File: src/rtl/mem_stage_pkg.sv
// Shared widths, address map and FSM encodings for the memory-access stage.
package mem_stage_pkg;

    localparam int REGISTER_LEN    = 32;
    localparam int ADDRESS_LEN     = 32;
    localparam int REG_ADDRESS_LEN = 4;
    localparam int SRAM_ADDR_WIDTH = 18;
    localparam int SRAM_DATA_WIDTH = 16;
    localparam int DATA_BASE       = 1024;

    typedef enum logic [1:0] {
        IDLE = 2'd0,
        LOW  = 2'd1,
        HIGH = 2'd2
    } state_t;

endpackage

File: src/rtl/mem_stage_if.sv
// External SRAM pin bundle: master drives address/data/strobe, slave returns read data.
interface mem_stage_if #(
    parameter int ADDR_W = mem_stage_pkg::SRAM_ADDR_WIDTH,
    parameter int DATA_W = mem_stage_pkg::SRAM_DATA_WIDTH
);
    // No valid/ready: the master holds sram_addr (and sram_we_n/sram_wdata) stable for
    // WAIT_CYCLES cycles per halfword; sram_rdata is valid while the address is held.
    logic [ADDR_W-1:0] sram_addr;
    logic [DATA_W-1:0] sram_wdata;
    logic [DATA_W-1:0] sram_rdata;
    logic              sram_we_n;

    modport master (output sram_addr, sram_wdata, sram_we_n, input sram_rdata);
    modport slave  (input sram_addr, sram_wdata, sram_we_n, output sram_rdata);
endinterface

File: src/rtl/mem_stage_sram_controller.sv
// Splits each 32-bit load/store into a LOW and a HIGH halfword access, each held
// WAIT_CYCLES cycles, and stalls upstream until the final access cycle.
module sram_controller
    import mem_stage_pkg::state_t, mem_stage_pkg::IDLE, mem_stage_pkg::LOW, mem_stage_pkg::HIGH;
#(
    parameter int REGISTER_LEN    = mem_stage_pkg::REGISTER_LEN,
    parameter int SRAM_ADDR_WIDTH = mem_stage_pkg::SRAM_ADDR_WIDTH,
    parameter int SRAM_DATA_WIDTH = mem_stage_pkg::SRAM_DATA_WIDTH,
    parameter int WAIT_CYCLES     = 3,
    parameter int DATA_BASE       = mem_stage_pkg::DATA_BASE
) (
    input  logic                    clk,
    input  logic                    rst,
    input  logic                    mem_r_en,
    input  logic                    mem_w_en,
    input  logic [REGISTER_LEN-1:0] addr,
    input  logic [REGISTER_LEN-1:0] wdata_word,
    mem_stage_if.master             sram,
    output logic                    freeze,
    output logic                    done,
    output logic                    op_write,
    output logic [REGISTER_LEN-1:0] rd_word,
    output state_t                  fsm_state
);
    localparam int CW = (WAIT_CYCLES > 1) ? $clog2(WAIT_CYCLES) : 1;
    localparam int BW = SRAM_ADDR_WIDTH - 1;
    localparam logic [CW-1:0] LAST = CW'(WAIT_CYCLES - 1);

    state_t                   state, state_nxt, eff;
    logic [CW-1:0]            cnt, cnt_nxt;
    logic [BW-1:0]            base_q, base_cur;
    logic [REGISTER_LEN-1:0]  data_q, data_cur, off;
    logic [SRAM_DATA_WIDTH-1:0] low_q;
    logic                     wr_q, wr_cur, req, start, active, last, phase;
    logic                     unused_off;

    assign req        = mem_r_en | mem_w_en;
    assign off        = addr - REGISTER_LEN'(DATA_BASE);
    assign unused_off = ^{off[1:0], off[REGISTER_LEN-1:SRAM_ADDR_WIDTH+1]};
    // The first access cycle is served straight from the inputs, before the latch fills.
    assign start      = rst && (state == IDLE) && req;

    always_comb begin
        eff       = start ? LOW : state;
        active    = rst && (eff != IDLE);
        last      = (cnt == LAST);
        phase     = (eff == HIGH);
        base_cur  = start ? off[SRAM_ADDR_WIDTH:2] : base_q;
        data_cur  = start ? wdata_word : data_q;
        wr_cur    = start ? mem_w_en : wr_q;
        state_nxt = state;
        cnt_nxt   = cnt;
        case (eff)
            LOW: begin
                state_nxt = last ? HIGH : LOW;
                cnt_nxt   = last ? '0 : cnt + 1'b1;
            end
            HIGH: begin
                state_nxt = last ? IDLE : HIGH;
                cnt_nxt   = last ? '0 : cnt + 1'b1;
            end
            default: ;
        endcase
        freeze          = active && !(phase && last);
        done            = active && phase && last;
        op_write        = wr_cur;
        sram.sram_addr  = '0;
        sram.sram_wdata = '0;
        sram.sram_we_n  = 1'b1;
        if (active) begin
            sram.sram_addr  = {base_cur, phase};
            sram.sram_wdata = phase ? data_cur[REGISTER_LEN-1:SRAM_DATA_WIDTH]
                                    : data_cur[SRAM_DATA_WIDTH-1:0];
            sram.sram_we_n  = !wr_cur;
        end
    end

    always_ff @(posedge clk) begin
        if (!rst) begin
            state  <= IDLE;
            cnt    <= '0;
            base_q <= '0;
            data_q <= '0;
            wr_q   <= 1'b0;
            low_q  <= '0;
        end else begin
            state <= state_nxt;
            cnt   <= cnt_nxt;
            if (start) begin
                base_q <= off[SRAM_ADDR_WIDTH:2];
                data_q <= wdata_word;
                wr_q   <= mem_w_en;
            end
            if ((eff == LOW) && last && !wr_cur) low_q <= sram.sram_rdata;
        end
    end

    assign rd_word   = {sram.sram_rdata, low_q};
    assign fsm_state = state;

endmodule

File: src/rtl/mem_stage.sv
// Memory stage: SRAM access sequencing plus the MEM/WB pipeline register feeding write-back.
module mem_stage
    import mem_stage_pkg::state_t;
#(
    parameter int REGISTER_LEN    = mem_stage_pkg::REGISTER_LEN,
    parameter int REG_ADDRESS_LEN = mem_stage_pkg::REG_ADDRESS_LEN,
    parameter int SRAM_ADDR_WIDTH = mem_stage_pkg::SRAM_ADDR_WIDTH,
    parameter int SRAM_DATA_WIDTH = mem_stage_pkg::SRAM_DATA_WIDTH,
    parameter int WAIT_CYCLES     = 3,
    parameter int DATA_BASE       = mem_stage_pkg::DATA_BASE
) (
    input  logic                       clk,
    input  logic                       rst,
    input  logic                       wb_en_in,
    input  logic                       mem_r_en_in,
    input  logic                       mem_w_en_in,
    input  logic [REGISTER_LEN-1:0]    alu_res_in,
    input  logic [REGISTER_LEN-1:0]    val_Rm_in,
    input  logic [REG_ADDRESS_LEN-1:0] dest_in,
    output logic                       freeze,
    mem_stage_if.master                sram,
    output logic                       wb_en_out,
    output logic                       mem_r_en_out,
    output logic [REGISTER_LEN-1:0]    alu_res_out,
    output logic [REGISTER_LEN-1:0]    mem_data_out,
    output logic [REG_ADDRESS_LEN-1:0] dest_out,
    output state_t                     fsm_state
);
    logic                    done, op_write;
    logic [REGISTER_LEN-1:0] rd_word;

    sram_controller #(
        .REGISTER_LEN   (REGISTER_LEN),
        .SRAM_ADDR_WIDTH(SRAM_ADDR_WIDTH),
        .SRAM_DATA_WIDTH(SRAM_DATA_WIDTH),
        .WAIT_CYCLES    (WAIT_CYCLES),
        .DATA_BASE      (DATA_BASE)
    ) u_ctrl (
        .clk       (clk),
        .rst       (rst),
        .mem_r_en  (mem_r_en_in),
        .mem_w_en  (mem_w_en_in),
        .addr      (alu_res_in),
        .wdata_word(val_Rm_in),
        .sram      (sram),
        .freeze    (freeze),
        .done      (done),
        .op_write  (op_write),
        .rd_word   (rd_word),
        .fsm_state (fsm_state)
    );

    // Upstream is frozen during an access, so the inputs still describe the same op at completion.
    always_ff @(posedge clk) begin
        if (!rst) begin
            wb_en_out    <= 1'b0;
            mem_r_en_out <= 1'b0;
            alu_res_out  <= '0;
            mem_data_out <= '0;
            dest_out     <= '0;
        end else begin
            if (!freeze) begin
                wb_en_out    <= wb_en_in;
                mem_r_en_out <= mem_r_en_in;
                alu_res_out  <= alu_res_in;
                dest_out     <= dest_in;
            end
            if (done && !op_write) mem_data_out <= rd_word;
        end
    end

endmodule

File: src/flat_wrapper.sv
// flat-port wrapper written by rule: the top's interface ports become plain ports
module mem_stage_flat import mem_stage_pkg::state_t;
#(
    parameter int REGISTER_LEN    = mem_stage_pkg::REGISTER_LEN,
    parameter int REG_ADDRESS_LEN = mem_stage_pkg::REG_ADDRESS_LEN,
    parameter int SRAM_ADDR_WIDTH = mem_stage_pkg::SRAM_ADDR_WIDTH,
    parameter int SRAM_DATA_WIDTH = mem_stage_pkg::SRAM_DATA_WIDTH,
    parameter int WAIT_CYCLES     = 3,
    parameter int DATA_BASE       = mem_stage_pkg::DATA_BASE
)
  (clk, rst, wb_en_in, mem_r_en_in, mem_w_en_in, alu_res_in, val_Rm_in, dest_in, freeze, wb_en_out, mem_r_en_out, alu_res_out, mem_data_out, dest_out, fsm_state, sram_sram_addr, sram_sram_wdata, sram_sram_we_n, sram_sram_rdata);
  mem_stage_if sram_i ();
  input  logic clk;
  input  logic rst;
  input  logic wb_en_in;
  input  logic mem_r_en_in;
  input  logic mem_w_en_in;
  input  logic [REGISTER_LEN-1:0] alu_res_in;
  input  logic [REGISTER_LEN-1:0] val_Rm_in;
  input  logic [REG_ADDRESS_LEN-1:0] dest_in;
  output logic freeze;
  output logic wb_en_out;
  output logic mem_r_en_out;
  output logic [REGISTER_LEN-1:0] alu_res_out;
  output logic [REGISTER_LEN-1:0] mem_data_out;
  output logic [REG_ADDRESS_LEN-1:0] dest_out;
  output state_t fsm_state;
  output wire logic [$bits(sram_i.sram_addr)-1:0] sram_sram_addr;
  output wire logic [$bits(sram_i.sram_wdata)-1:0] sram_sram_wdata;
  output wire logic [$bits(sram_i.sram_we_n)-1:0] sram_sram_we_n;
  input wire logic [$bits(sram_i.sram_rdata)-1:0] sram_sram_rdata;
  assign sram_sram_addr = sram_i.sram_addr;
  assign sram_sram_wdata = sram_i.sram_wdata;
  assign sram_sram_we_n = sram_i.sram_we_n;
  assign sram_i.sram_rdata = sram_sram_rdata;
  mem_stage #(.REGISTER_LEN(REGISTER_LEN), .REG_ADDRESS_LEN(REG_ADDRESS_LEN), .SRAM_ADDR_WIDTH(SRAM_ADDR_WIDTH), .SRAM_DATA_WIDTH(SRAM_DATA_WIDTH), .WAIT_CYCLES(WAIT_CYCLES), .DATA_BASE(DATA_BASE)) u_core (.clk(clk), .rst(rst), .wb_en_in(wb_en_in), .mem_r_en_in(mem_r_en_in), .mem_w_en_in(mem_w_en_in), .alu_res_in(alu_res_in), .val_Rm_in(val_Rm_in), .dest_in(dest_in), .freeze(freeze), .sram(sram_i), .wb_en_out(wb_en_out), .mem_r_en_out(mem_r_en_out), .alu_res_out(alu_res_out), .mem_data_out(mem_data_out), .dest_out(dest_out), .fsm_state(fsm_state));
endmodule
File: config.mk
export PLATFORM = sky130hd
export DESIGN_NAME = mem_stage_flat
export DESIGN_NICKNAME = d
export VERILOG_FILES = /design/src/rtl/mem_stage_pkg.sv /design/src/rtl/mem_stage_if.sv /design/src/rtl/mem_stage_sram_controller.sv /design/src/rtl/mem_stage.sv /design/src/flat_wrapper.sv
export SDC_FILE = /design/constraint.sdc
export NUM_CORES = 1
export LEC_CHECK = 0
export ABC_AREA = 1
export CORE_MARGIN = 5
export CORE_UTILIZATION = 46
export CTS_CLUSTER_SIZE = 40
export DETAILED_ROUTE_END_ITERATION = 7
export GPL_TIMING_DRIVEN = 0
export HOLD_SLACK_MARGIN = 0.02
export PLACE_DENSITY = 0.8
export RECOVER_POWER = 50
export SLEW_MARGIN = 40
export SYNTH_ARGS = -nofsm -noshare
export SYNTH_HDL_FRONTEND = slang
export SYNTH_SLANG_ARGS = --single-unit
export TNS_END_PERCENT = 100
File: constraint.sdc
create_clock -name clk -period 2.9 [get_ports clk]
set_input_delay 0.58 -clock clk [delete_from_list [all_inputs] [get_ports clk]]
set_output_delay 0.58 -clock clk [all_outputs]
set_load 0.02 [all_outputs]
* Word-level counts from Yosys, hierarchy flattened
Cells that the tools add are included.
Widths: inputs -> output; s select.
** Cells by class
- Eq/ne operators :: 3
- Bitwise gates (word level) :: 1
- Reduce and logical (&&, ||, !) cells :: 16
- Mux-type cells :: 12
- $add $sub $neg :: 2
** Operator list (count)
- $mux 16 :: 2
- $mux 32 :: 1
- $sub 19x11->19 const B :: 1
- $mux 18 :: 1
- $mux 17 :: 1
- $logic_and 1x1->1 :: 10
- $mux 2 :: 4
- $eq 2x2->1 const B :: 2
- $pmux 2 s2 :: 1
- $reduce_bool 2->1 :: 2
- $add 2x1->2 const B :: 1
- $eq 2x1->1 const B :: 1
- $logic_not 1->1 :: 2
- $logic_not 2->1 :: 1
- $mux 1 :: 2
- $reduce_or 2->1 :: 1
- $or 1x1->1 :: 1
** Storage, ports and cells
- Register bits :: 140
- Output and inout port bits :: 108
- Bits of input ports :: 89
- Logic and storage cells :: 45

* Longest topological paths before layout
Gate-level depths: netlist of run 1.
- Depth after elaboration :: 9
- Depth in mapped cells :: 10
- Gate-level depth less buffers :: 9

* Cells and area by module
From an unflattened synthesis of run 1, not the netlist that was laid out.
** Second synthesis, totals
- Cell total of the unflattened synthesis :: 951
- Area total of the unflattened synthesis :: 6386.1 µm²
** By module, submodules not included
- sram_controller :: instances 1, area an instance 3623.5 µm², cells an instance 577, sequential area each 1401.3 µm²
- mem_stage :: instances 1, area an instance 2762.6 µm², cells an instance 374, sequential area each 1401.3 µm²

* Worst setup path after synthesis of run 1
OpenSTA, ideal clock, no wires.
- Path kind :: register -> output
- Start :: reg u_core.u_ctrl.state[0] (netlist: u_core.u_ctrl.fsm_state[0])
- End :: out freeze
- Slack :: 0.400 ns
- Data arrival time :: 1.920 ns
- Stages on the path, launching flop included :: 9
- Buffers on the path :: 3
- Data required time :: 2.320 ns
- Cells stage by stage :: dfxtp_1 > nor2_4 > clkbuf_1 > ha_1 > inv_1 > clkbuf_1 > clkbuf_1 > nand2_1 > inv_1
** Between the ends
- Cells in the longest elaborated chain, start to end :: 8
- Elaborated cells on any way between the ends :: 10
- Classes of those cells :: 1 x eq/ne; 1 x mux; 8 x reduce/logical
** RTL lines
- from (decl) :: line mem_stage_sram_controller.sv:29 : state_t state, state_nxt, eff;
- from (signal assigned) :: line mem_stage_sram_controller.sv:87 : state <= state_nxt;
- $logic_not 2->1 :: line mem_stage_sram_controller.sv:41 : assign start = rst && (state == IDLE) && req;
- $logic_and 1x1->1 (2 in series) :: line mem_stage_sram_controller.sv:41
- $mux 2 (*) :: line mem_stage_sram_controller.sv:44 : eff = start ? LOW : state;
- $eq 2x2->1 :: line mem_stage_sram_controller.sv:47 : phase = (eff == HIGH);
- $logic_and 1x1->1 :: line mem_stage_sram_controller.sv:64 : freeze = active && !(phase && last);
- $logic_not 1->1 :: line mem_stage_sram_controller.sv:64
- $logic_and 1x1->1 (*) :: line mem_stage_sram_controller.sv:64
- to (decl) :: line flat_wrapper.sv:21 : output logic freeze;
Mark *: on every way between the ends. The rest lies on a longest branch, timed or not.

* Worst setup path after layout of run 1
- Start :: in mem_w_en_in
- End :: out sram_sram_wdata[12]
** Between the ends
- Cells in the longest elaborated chain, start to end :: 6
- Elaborated cells on any way between the ends :: 9
- Classes of those cells :: 1 x eq/ne; 4 x mux; 1 x bitwise; 3 x reduce/logical
** RTL lines
- from (decl) :: line flat_wrapper.sv:17 : input logic mem_w_en_in;
- $or 1x1->1 (*) :: line mem_stage_sram_controller.sv:37 : assign req = mem_r_en | mem_w_en;
- $logic_and 1x1->1 (*) :: line mem_stage_sram_controller.sv:41
- $mux 2 :: line mem_stage_sram_controller.sv:44
- $eq 2x2->1 or $reduce_bool 2->1 (tied branches) :: line mem_stage_sram_controller.sv:47, mem_stage_sram_controller.sv:45
- $mux 16 or $logic_and 1x1->1 (tied branches) :: line mem_stage_sram_controller.sv:72, mem_stage_sram_controller.sv:45
- $mux 16 (*) :: line mem_stage_sram_controller.sv:70 : if (active) begin
- to (decl) :: line flat_wrapper.sv:29 : output wire logic [$bits(sram_i.sram_wdata)-1:0] sram_sram_wdata;
Marked as above.

==> results of run 1 <==
layout make-up:
type	count	area share, %
Sequential cell	140	32.2
Multi-Input combinational cell	544	30.3
Timing Repair Buffer	201	21.3
Clock buffer	20	5.24
Buffer	56	3.68
Inverter	78	3.40
Tap cell	172	2.47
Clock inverter	12	1.39
through the flow:
stage	worst slack [ns]	total power (uW)	util, %	setup TNS [ns]
floorplan	0.400	2730	-	0
global placement	-0.633	3170	64.3	-20.57
detailed placement	-0.662	3190	64.3	-21.33
CTS	0.00232	5290	69.0	0
global route	-0.00928	5530	69.0	-0.0169
finish	0.130	5290	69.0	0
repair_timing:
| action | in CTS | in global routing |
|---|---|---|
| resized for setup | 145 | 72 |
| setup buffers | 2 | 3 |
| setup endpoints to repair | 35 | 31 |
| pin swaps | 1 | 3 |
critical path, delay by kind of cell:
| family | cells | cell delay, ns |
|---|---|---|
| buffers and inverters | 5 | 0.99 |
| AOI/OAI and AO/OA | 1 | 0.16 |
| and+or+nand+nor | 5 | 0.45 |
worst max-delay path by stage:
stage	slack [ns]	start	end
floorplan	0.40	u_core.u_ctrl.fsm_state[0]$_SDFFE_PN0P_	freeze
global placement	-0.63	rst	sram_sram_wdata[13]
detailed placement	-0.66	rst	sram_sram_wdata[13]
CTS	0.002	mem_w_en_in	sram_sram_wdata[0]
global route	-0.009	mem_w_en_in	sram_sram_addr[14]
finish	0.13	mem_w_en_in	sram_sram_wdata[12]
metal layers:
layer | global-route usage [%] | wire [um] | vias up
li1 | - | - | 3065
met1 | 29.5 | 7710 | 2732
met2 | 39.9 | 8630 | 188
met3 | 8.45 | 1500 | 28
met4 | 8.30 | 376 | 0
met5 | 0 | 0 | -
registers in the layout (all words and copies together) (netlist names):
name	cells
u_core.dest_out	4
u_core.mem_r_en_out	1
u_core.u_ctrl.wr_q	1
u_core.u_ctrl.cnt	2
u_core.u_ctrl.fsm_state	2
u_core.u_ctrl.low_q	16
u_core.alu_res_out	32
u_core.mem_data_out	32
u_core.u_ctrl.base_q	17
u_core.u_ctrl.data_q	32
u_core.wb_en_out	1
placed cells by master, fill, tap and decap left out, types with 5 or more instances in the layout:
| cell | instances |
|---|---|
| inv_1 | 72 |
| nor2_1 | 117 |
| o211ai_1 | 38 |
| o21ai_2 | 13 |
| dfxtp_1 | 139 |
| buf_2 | 25 |
| nand3_1 | 114 |
| buf_1 | 5 |
| clkdlybuf4s50_1 | 159 |
| nor2_4 | 5 |
| o21ai_0 | 21 |
| nor2_2 | 6 |
| clkinv_2 | 6 |
| buf_4 | 23 |
| clkbuf_2 | 12 |
| o21ai_1 | 21 |
| clkbuf_16 | 17 |
| mux2i_1 | 8 |
| inv_2 | 5 |
| nand2_1 | 181 |
| buf_6 | 7 |
| clkbuf_1 | 22 |
cells in the mapped netlist (all sizes together):
cell | n | area (um^2)
a21oi | 4 | 20.0
buf | 25 | 154
clkbuf | 32 | 120
dfxtp | 140 | 2800
ha | 3 | 37.5
inv | 78 | 293
mux2i | 9 | 90.1
nand2 | 184 | 696
nand3 | 116 | 586
nand4 | 2 | 12.5
nor2 | 128 | 513
o211ai | 38 | 285
o21a | 3 | 22.5
o21ai | 55 | 290
or2 | 1 | 6.26
xor2 | 1 | 8.76
power by group:
group	internal (uW)	leakage, uW	total, uW	switching, uW
sequential	2060	0.00115	2120	58.3
combinational	445	0.00257	1060	613
clock	1300	0.000281	2110	810
total	3810	0.00400	5290	1480
cells by family after synthesis:
logic type	share of synthesized area, %
AOI/OAI and AO/OA	10.4
xor gates and xnor gates	0.148
adders and majority gates	0.632
buffers and inverters	9.55
DFF	47.2
muxes	1.52
and+or+nand+nor	30.5
==> run summary, run 1 <==
Outcome: finished, final reports clean
DP HPWL: 13.4 mm
GRT Overall Usage: 24.2%
Total CTS buffers: 17
Seq cells post-synth: 140
Antenna Nets Post-Route: 0
Initial core utilization: 47.0%
Drt drc: 0
H-tree Lvls: 4
Worst hold path stage count: 2
Final GP Congestion: 0.863
Placed cell areas: 0.00811 mm^2
Critical Path Fanout Max: 10
Largest net degree at the start of global routing: 17
Crit. End Element: primary output
Routed vias/inst: 4.92
DR pass1 iterations: 5
Hold WS: 0.460 ns
Violation count after the first detailed-route iteration: 341
Root Buffer: clkbuf_16
Number of max-slew violations in the final report: 0
Worst-margin pin slew: 0.563 ns
Flop-to-flop setup slack: 0.68 ns
Multi-input logic area: 0.00264 mm^2
Sequential-to-total area share from yosys stat: 47.2%
Slowest CP cell: clkdlybuf4s50_1
Clk_lat worst skew: 0.42 ns
Gr ovfl total: 0
Reg2reg end: u_core.mem_r_en_out$_SDFFE_PN0N_
Critical Path Source Type: input port
Nets: 1130
Worst R2R Start: u_core.u_ctrl.fsm_state[1]$_SDFFE_PN0P_
Layout cells sized above 1: 13.3%
Die Y: 124 um
# placed instances: 1187
Peak supply drop: 378 uV
Critical path arrival: 2.19 ns
IO buf count: 196
Synth warnings: 0
Via Count: 6013
Cell Chain, Critical Path: clkdlybuf4s50_1 > inv_1 > nand2_2 > nand3_4 > buf_8 > buf_6 > o21ai_2 > nand2_1 > nand2_1 > nor2_2 > buf_4
# rows: 41
CP peak stage delay: 0.47 ns
Full die area: 0.0153 mm^2
Storage element area: 0.00280 mm^2
Total clock sinks: 140
Ports: 197
Worst reg2reg path depth: 8
Synth Net Count: 911
Max Cap Viol: 0
Final period utilization: 95.5%
Req. time, crit path: 2.32 ns
Hold WC Path Type: flip-flop to flip-flop
Leakage: 0.00400 uW
Diodes inserted: 0
Worst Skew: 0.00703 ns
Final setup viols: 0
Die W: 124 um
Mapped cell area: 0.00594 mm^2
Maximum root-to-sink buffer count: 2
PwrDens: 607 mW/mm^2
Avg WL per Cell: 14.9 um
RSZ-0062 raised after global routing: yes
Hold Fails Final Rpt: 0
Initial antenna violation count: 0
Hold EP: u_core.mem_data_out[12]$_SDFFE_PN0P_
Post-Synthesis Cells: 819
Final wirelength: 18.2 mm
Most Frequent Cell on Critical Path: nand2_1
FILL cells: 1100
Max Clock Freq: 361 MHz
Min Tclk post-route: 2.77 ns
CTS tree: done
CP Class: input port to primary output
Syn avg cell area: 7.25 um^2
Final Instance Count excl. Fillers: 1223
Post-synth cell types: 26
Min-delay src: u_core.mem_data_out[12]$_SDFFE_PN0P_
Vias in the first global route: 5796
Wire length of the first global-routing pass: 29.0 mm
Area growth syn-to-layout: 46.7%
Max_slew headroom: 62.5%
Worst-path clk slew: 0.06 ns
Cts hold-fix bufs: 0
Core area: 0.0126 mm^2
Design area: 0.00871 mm^2
(Power assumes the default switching activity.)
==> run 2: changes to the inputs <==
--- a/config.mk
+++ b/config.mk
@@ -5,9 +5,9 @@
 export SDC_FILE = /design/constraint.sdc
 export NUM_CORES = 1
 export LEC_CHECK = 0
-export ABC_AREA = 1
+export ABC_AREA = 0
 export CORE_MARGIN = 5
-export CORE_UTILIZATION = 46
+export CORE_UTILIZATION = 45
 export CTS_CLUSTER_SIZE = 40
 export DETAILED_ROUTE_END_ITERATION = 7
 export GPL_TIMING_DRIVEN = 0
==> run 2 against run 1 <==
Clock power shrank 3%. Die area shrank 1.7%. Sequential power is essentially flat. Register-to-register slack gained 0.12 ns. Worst setup slack lost 0.10 ns. Sequential cell count is the same. Fmax shrank 3.6%. Area after synthesis shrank 4.0%. Non-clock buffer count shrank 1. First-iteration DRC count grew 19%.
==> run summary, run 2 <==
Outcome: finished, final reports clean
Cts hold-fix bufs: 0 (unchanged)
IO buf count: 196 (unchanged)
Drt drc: 0 (unchanged)
Worst-margin pin slew: 0.901 ns (+0.338 ns)
CP delay by family, top: simple AND/OR/NAND/NOR gates
Min Tclk post-route: 2.87 ns (+0.102 ns)
Layout cells sized above 1: 10.4% (-2.9 points)
Req. time, crit path: 2.32 ns (about the same)
Full die area: 0.0150 mm^2 (-1.7%)
Diodes inserted: 0 (unchanged)
Antenna Nets Post-Route: 0 (unchanged)
Worst-path clk slew: 0.06 ns (about the same)
Peak supply drop: 376 uV (-0.50%)
Core area: 0.0125 mm^2 (-0.81%)
Top-count cell post-synth: nand2_1
GRT Overall Usage: 22.9% (-1.3 points)
Sequential share of power: 41.7% (+1.6 points)
Seq cells post-synth: 140 (unchanged)
Number of max-slew violations in the final report: 0 (unchanged)
Crit path buf inv count: 3 (-2)
CTS tree: done
Worst Skew: 0.00588 ns (-0.00115 ns)
Violation count after the first detailed-route iteration: 405 (+19%)
Ys async rst share: 0% (unchanged)
DR pass1 iterations: 5 (unchanged)
Mapped cell area: 0.00570 mm^2 (-4.0%)
# rows: 41 (unchanged)
Min-delay src: u_core.mem_r_en_out$_SDFFE_PN0N_
Final GP Congestion: 0.838 (-2.9%)
Sequential-to-total area share from yosys stat: 49.2% (+2.0 points)
Initial antenna violation count: 0 (unchanged)
Critical Path Fanout Max: 10 (unchanged)
Ports: 197 (unchanged)
Clk pwr share: 40.4% (+0.5 points)
Post-synth cell types: 41 (+58%)
RSZ-0062 raised after global routing: yes
Internal power: 3720 uW (-2.4%)
Worst R2R Start: u_core.u_ctrl.fsm_state[0]$_SDFFE_PN0P_
Sw Ratio: 26.5% (-1.5 points)
Design area: 0.00857 mm^2 (-1.6%)
Hold WS: 0.434 ns (-0.0259 ns)
Commonest non-fill, non-tap cell in the layout: nand2_1
Placed cell areas: 0.00788 mm^2 (-2.9%)
Worst Setup SP: rst
Leakage: 0.00338 uW (-16%)
H-tree Lvls: 4 (unchanged)
Wire length of the first global-routing pass: 26.7 mm (-7.8%)
List of most frequent post-synthesis cells: 222 x nand2_1, 140 x dfxtp_1, 102 x a21oi_1
Avg WL per Cell: 15.5 um (+4.0%)
Final wirelength: 17.5 mm (-4.0%)
Pwr Total: 5060 uW (-4.4%)
Setup TNS: 0 ns (unchanged)
Post-route setup slack: 0.0277 ns (-0.102 ns)
Hold WC Path Type: flip-flop to flip-flop
Worst slack, placed: -0.883 ns (-0.221 ns)
Top post-synthesis cells by area: dfxtp_1 49%, nand2_1 15%, a21oi_1 9.0%
FILL cells: 1072 (-2.5%)
Synth Net Count: 814 (-11%)
Crit. End Element: primary output
Total CTS buffers: 17 (unchanged)
Number of synthesized flops with an enable pin: 0 (unchanged)
Total clock sinks: 140 (unchanged)
CP Class: input port to primary output
Final setup viols: 0 (unchanged)
Nets: 1036 (-8.3%)
Area growth syn-to-layout: 50.4%
Switching pwr: 1340 uW (-9.6%)
Routed vias/inst: 4.99 (+1.5%)
Main synth FF type: dfxtp_1
Max Clock Freq: 348 MHz (-3.6%)
Die W: 123 um (-0.85%)
PwrDens: 590 mW/mm^2 (-2.9%)
Post-synth top area share: 49.2% (+2.0 points)
Vias in the first global route: 5214 (-10%)
DP HPWL: 12.6 mm (-6.2%)
CP peak stage delay: 0.44 ns (-0.03 ns)
Most frequent cells in the layout: 222 x nand2_1, 138 x dfxtp_1, 124 x clkdlybuf4s50_1, 101 x a21oi_1, 40 x o21ai_0
Critical path arrival: 2.29 ns (+0.10 ns)
Root Buffer: clkbuf_16
Synth area leader: dfxtp_1
Post-Synthesis Cells: 722 (-12%)
Slowest CP cell: or3b_4
Synth warnings: 0 (unchanged)
Maximum root-to-sink buffer count: 2 (unchanged)
Critical Path Source Type: input port
Via Count: 5632 (-6.3%)
Clk_lat worst skew: 0.42 ns (about the same)
Die Y: 123 um (-0.85%)
Largest regs: u_core.alu_res_out x32, u_core.mem_data_out x32, u_core.u_ctrl.data_q x32
Syn avg cell area: 7.90 um^2 (+8.9%)
Hold Fails Final Rpt: 0 (unchanged)
Gr ovfl total: 0 (unchanged)
Final period utilization: 99.0% (+3.5 points)
Max_slew headroom: 39.2% (-23 points)
Largest net degree at the start of global routing: 22 (+5)
Initial core utilization: 45.5% (-1.5 points)
Comb power frac: 17.9% (-2.1 points)
Cell Chain, Critical Path: clkdlybuf4s18_2 > or3b_4 > nor2_8 > buf_4 > nor2_1 > nor3_1 > clkdlybuf4s15_2
Max Cap Viol: 0 (unchanged)
[run 2: through the flow]
stage | cells | utilization [%]
finish | 1129 | 68.5
detailed placement | 1090 | 62.9
global placement | 1090 | 62.9
global route | 1129 | 68.5
floorplan | 722 | -
CTS | 1123 | 68.3
[run 2: worst paths after layout]
check | to | slack, ns | cells past startpoint
worst min-delay path | u_core.mem_r_en_out$_SDFFE_PN0N_ | 0.43 | 2
worst min register to register | u_core.mem_r_en_out$_SDFFE_PN0N_ | 0.43 | 2
worst max register to register | u_core.alu_res_out[4]$_SDFFE_PN0N_ | 0.80 | 9
worst max-delay path | sram_sram_addr[14] | 0.03 | 7
[run 2: cell families (layout without fill, tap and decap cells)]
| kind of cell | Yosys count | count (layout) | synth area share (%) |
|---|---|---|---|
| AOI/OAI and AO/OA | 185 | 185 | 18.2 |
| adders and majority gates | 3 | 3 | 0.659 |
| buffers and inverters | 75 | 310 | 5.73 |
| and+or+nand+nor | 286 | 286 | 20.6 |
| xor gates and xnor gates | 5 | 5 | 0.768 |
| DFF | 140 | 140 | 49.2 |
| muxes | 28 | 28 | 4.92 |
[run 2: final cells by class]
type	count	area (um^2)	share of cell area, %
timing repair buffer	206	2000	23.3
buffer	50	259	3.02
tap	172	215	2.51
inverter	22	85.1	0.992
clock buffer	26	499	5.82
sequential	140	2810	32.7
multi-input combinational	507	2650	30.9
clock inverter	6	60.1	0.700
[run 2: power by group through the flow]
stage	registers, uW	logic, uW	clock network [uW]
finish	2110	906	2040
global route	2120	975	2150
CTS	2110	906	2060
detailed placement	2150	898	0
global placement	2140	887	0
floorplan	2200	407	0
[run 2: layer usage]
layer	part of all wire [%]	track usage, %	wire [um]
met1	42	28.0	7340
met2	50	38.9	8710
met3	6.4	5.94	1120
met4	1.8	8.54	321
met5	0	0	0
[run 2: worst reg2reg max path: cells and delay by family, from the launching register on]
family / cells / cell delay, ns
adder cells (fa/ha/maj): 1 / 0.25
flip-flops: 1 / 0.38
AO/OA/AOI/OAI: 1 / 0.10
AND/OR/NAND/NOR: 3 / 0.48
buffers and inverters: 4 / 0.83
[run 2: what timing repair did]
| item | 4_1_cts | 5_1_grt |
|---|---|---|
| buffers inserted | 3 | 7 |
| pin swaps | 3 | 3 |
| resized for setup | 112 | 26 |
| setup endpoints to repair | 36 | 25 |
==> run 3: changes to the inputs <==
--- a/config.mk
+++ b/config.mk
@@ -7,12 +7,12 @@
 export LEC_CHECK = 0
 export ABC_AREA = 0
 export CORE_MARGIN = 5
-export CORE_UTILIZATION = 45
+export CORE_UTILIZATION = 41
 export CTS_CLUSTER_SIZE = 40
 export DETAILED_ROUTE_END_ITERATION = 7
 export GPL_TIMING_DRIVEN = 0
 export HOLD_SLACK_MARGIN = 0.02
-export PLACE_DENSITY = 0.8
+export PLACE_DENSITY = 0.76
 export RECOVER_POWER = 50
 export SLEW_MARGIN = 40
 export SYNTH_ARGS = -nofsm -noshare
==> constraint.sdc (replaced) <==
create_clock -name clk -period 2.45 [get_ports clk]
set_input_delay 0.49 -clock clk [delete_from_list [all_inputs] [get_ports clk]]
set_output_delay 0.49 -clock clk [all_outputs]
set_load 0.02 [all_outputs]
==> run 3 against run 2 <==
The run now ends with setup timing left. Non-clock buffer count rose by 23. Global-route usage fell by 1.2 points. Cell area rose by 6.3%. Via count rose by 2.5%.
==> run summary, run 3 (synthesis gave the netlist of run 2 again) <==
Outcome: finished with violations
Failing checks: setup timing
Worst-margin pin slew: 0.590 ns (-0.311 ns)
Largest regs: u_core.alu_res_out x32, u_core.mem_data_out x32, u_core.u_ctrl.data_q x32
CP peak stage delay: 0.47 ns (+0.03 ns)
Met3 wire length: 1.25 mm (+11%)
Worst Skew: 0.00732 ns (+0.00143 ns)
Max Clock Freq: 392 MHz
Initial antenna violation count: 0 (unchanged)
Met2 WL: 8.81 mm (+1.1%)
Pwr Total: 6550 uW (+29%)
IO buf count: 196 (unchanged)
Layout cells sized above 1: 19.8% (+9.3 points)
Post-Route M1 WL: 7.91 mm (+7.7%)
RSZ-0062 raised after global routing: yes
Max_slew headroom: 60.7% (+22 points)
Cell Chain, Critical Path: or3b_4 > nor2_8 > buf_6 > nor2_4 > a211oi_2 > buf_4
Peak supply drop: 418 uV (+11%)
Max Cap Viol: 0 (unchanged)
Core area: 0.0138 mm^2 (+10%)
# placed instances: 1098 (+0.73%)
Largest net degree at the start of global routing: 17 (-23%)
Commonest non-fill, non-tap cell in the layout: nand2_1
Routed vias/inst: 4.97 (-0.29%)
Total clock sinks: 140 (unchanged)
Nets: 1060 (+2.3%)
Slowest CP cell: or3b_4
Clk_lat worst skew: 0.42 ns (about the same)
GRT Overall Usage: 21.8% (-1.2 points)
Crit. End Element: primary output
Die W: 128 um (+4.4%)
Hold Fails Final Rpt: 0 (unchanged)
Die Y: 128 um (+4.4%)
Avg WL per Cell: 16.1 um (+3.6%)
Violation count after the first detailed-route iteration: 385 (-4.9%)
Placed cell areas: 0.00789 mm^2 (+0.21%)
Initial core utilization: 41.4% (-4.2 points)
Full die area: 0.0164 mm^2 (+8.9%)
Final wirelength: 18.6 mm (+6.5%)
Post-route setup slack: -0.0988 ns (-0.127 ns)
Final GP Congestion: 0.810 (-3.3%)
Root Buffer: clkbuf_16
Critical Path Fanout Max: 6 (-4)
Final Instance Count excl. Fillers: 1161 (+2.8%)
Critical Path Source Type: flip-flop
CP Class: flip-flop to primary output
CTS tree: done
DR pass1 iterations: 5 (unchanged)
Vias in the first global route: 5533 (+6.1%)
Maximum root-to-sink buffer count: 2 (unchanged)
Most frequent cells in the layout: 219 x nand2_1, 151 x clkdlybuf4s50_1, 138 x dfxtp_1, 81 x a21oi_1, 49 x buf_4
Critical path arrival: 2.06 ns (-0.23 ns)
PwrDens: 719 mW/mm^2 (+22%)
Design area: 0.00911 mm^2 (+6.3%)
H-tree Lvls: 4 (unchanged)
Area growth syn-to-layout: 59.9%
Top routing layer used: met4
DP HPWL: 12.9 mm (+2.2%)
Drt drc: 0 (unchanged)
Final period utilization: 104%
Final setup viols: 20 (+20)
Min Tclk post-route: 2.55 ns
Via Count: 5775 (+2.5%)
Total CTS buffers: 17 (unchanged)
Hold WC Path Type: input port to flip-flop
Diodes inserted: 0 (unchanged)
Leakage: 0.00352 uW (+4.2%)
Worst-path clk slew: 0.06 ns (about the same)
Gr ovfl total: 0 (unchanged)
Req. time, crit path: 1.96 ns (-0.36 ns)
Ports: 197 (unchanged)
# rows: 43 (+4.9%)
Antenna Nets Post-Route: 0 (unchanged)
Number of max-slew violations in the final report: 0 (unchanged)
Wire length of the first global-routing pass: 28.3 mm (+6.1%)
-- run 3: changes by cell type in the layout (fill, tap and decap cells not counted), moves of 5 or more --
cell | previous run | this run
clkdlybuf4s15_2 | 13 | 1
buf_4 | 14 | 49
dlygate4sd2_1 | 15 | 5
clkbuf_1 | 33 | 22
buf_6 | 3 | 22
clkdlybuf4s50_1 | 124 | 151
a21oi_2 | 1 | 17
o21ai_0 | 40 | 33
o21ai_1 | 12 | 19
a21oi_1 | 101 | 81
dlygate4sd3_1 | 30 | 0
buf_2 | 16 | 21
nor2_1 | 34 | 29
-- run 3: routing by layer --
layer,up-vias,GRT usage [%]
li1,2897,-
met1,2644,26.8
met2,191,36.0
met3,43,6.46
met4,0,8.24
met5,-,0
-- run 3: final cells by class --
class / count / area, um^2
well taps: 180 / 225
clock buffers: 20 / 457
multi-input cells: 508 / 2900
plain buffers: 51 / 325
inverters: 22 / 91.3
flip-flops and latches: 140 / 2810
fillers: 1165 / 4660
repair buffers: 228 / 2110
clock inverters: 12 / 193
-- run 3: repair_timing --
item | in CTS | in global routing
hold buffers | 0 | 0
setup endpoints to repair | 74 | 35
resized for setup | 264 | 58
buffers inserted | 10 | 19
pin swaps | 30 | 15
cloned | 3 | 1
-- run 3: path summary, 6_finish.rpt --
path | from | end | slack (ns) | cells past startpoint
hold / removal | alu_res_in[12] | u_core.alu_res_out[12]$_SDFFE_PN0N_ | 0.42 | 3
setup reg to reg | u_core.u_ctrl.fsm_state[0]$_SDFFE_PN0P_ | u_core.alu_res_out[23]$_SDFFE_PN0N_ | 0.38 | 8
hold reg to reg | u_core.mem_r_en_out$_SDFFE_PN0N_ | u_core.mem_r_en_out$_SDFFE_PN0N_ | 0.44 | 2
setup / recovery | u_core.u_ctrl.fsm_state[0]$_SDFFE_PN0P_ | sram_sram_addr[10] | -0.1 | 6
-- run 3: critical path: cells and delay by family (launching register included) --
family                 cells  cell delay, ns
AOI/OAI and AO/OA          1            0.21
buffers and inverters      2            0.36
DFF                        1            0.37
and+or+nand+nor            3            0.70
-- run 3: power breakdown --
group	internal, uW	switching (uW)
combinational	585	660
clock	1850	946
sequential	2420	82.9
-- run 3: metrics by stage --
step / util (%) / setup TNS [ns] / hold WS (ns) / worst slack [ns]
after detailed placement: 57.3 / -35.82 / 0.436 / -0.981
after floorplan: - / 0 / 0.432 / 0.0685
after CTS: 64.0 / -1.17 / 0.445 / -0.0819
after global placement: 57.3 / -34.56 / 0.425 / -0.962
final: 66.2 / -0.892 / 0.419 / -0.0988
after global routing: 66.2 / -2.00 / 0.413 / -0.155
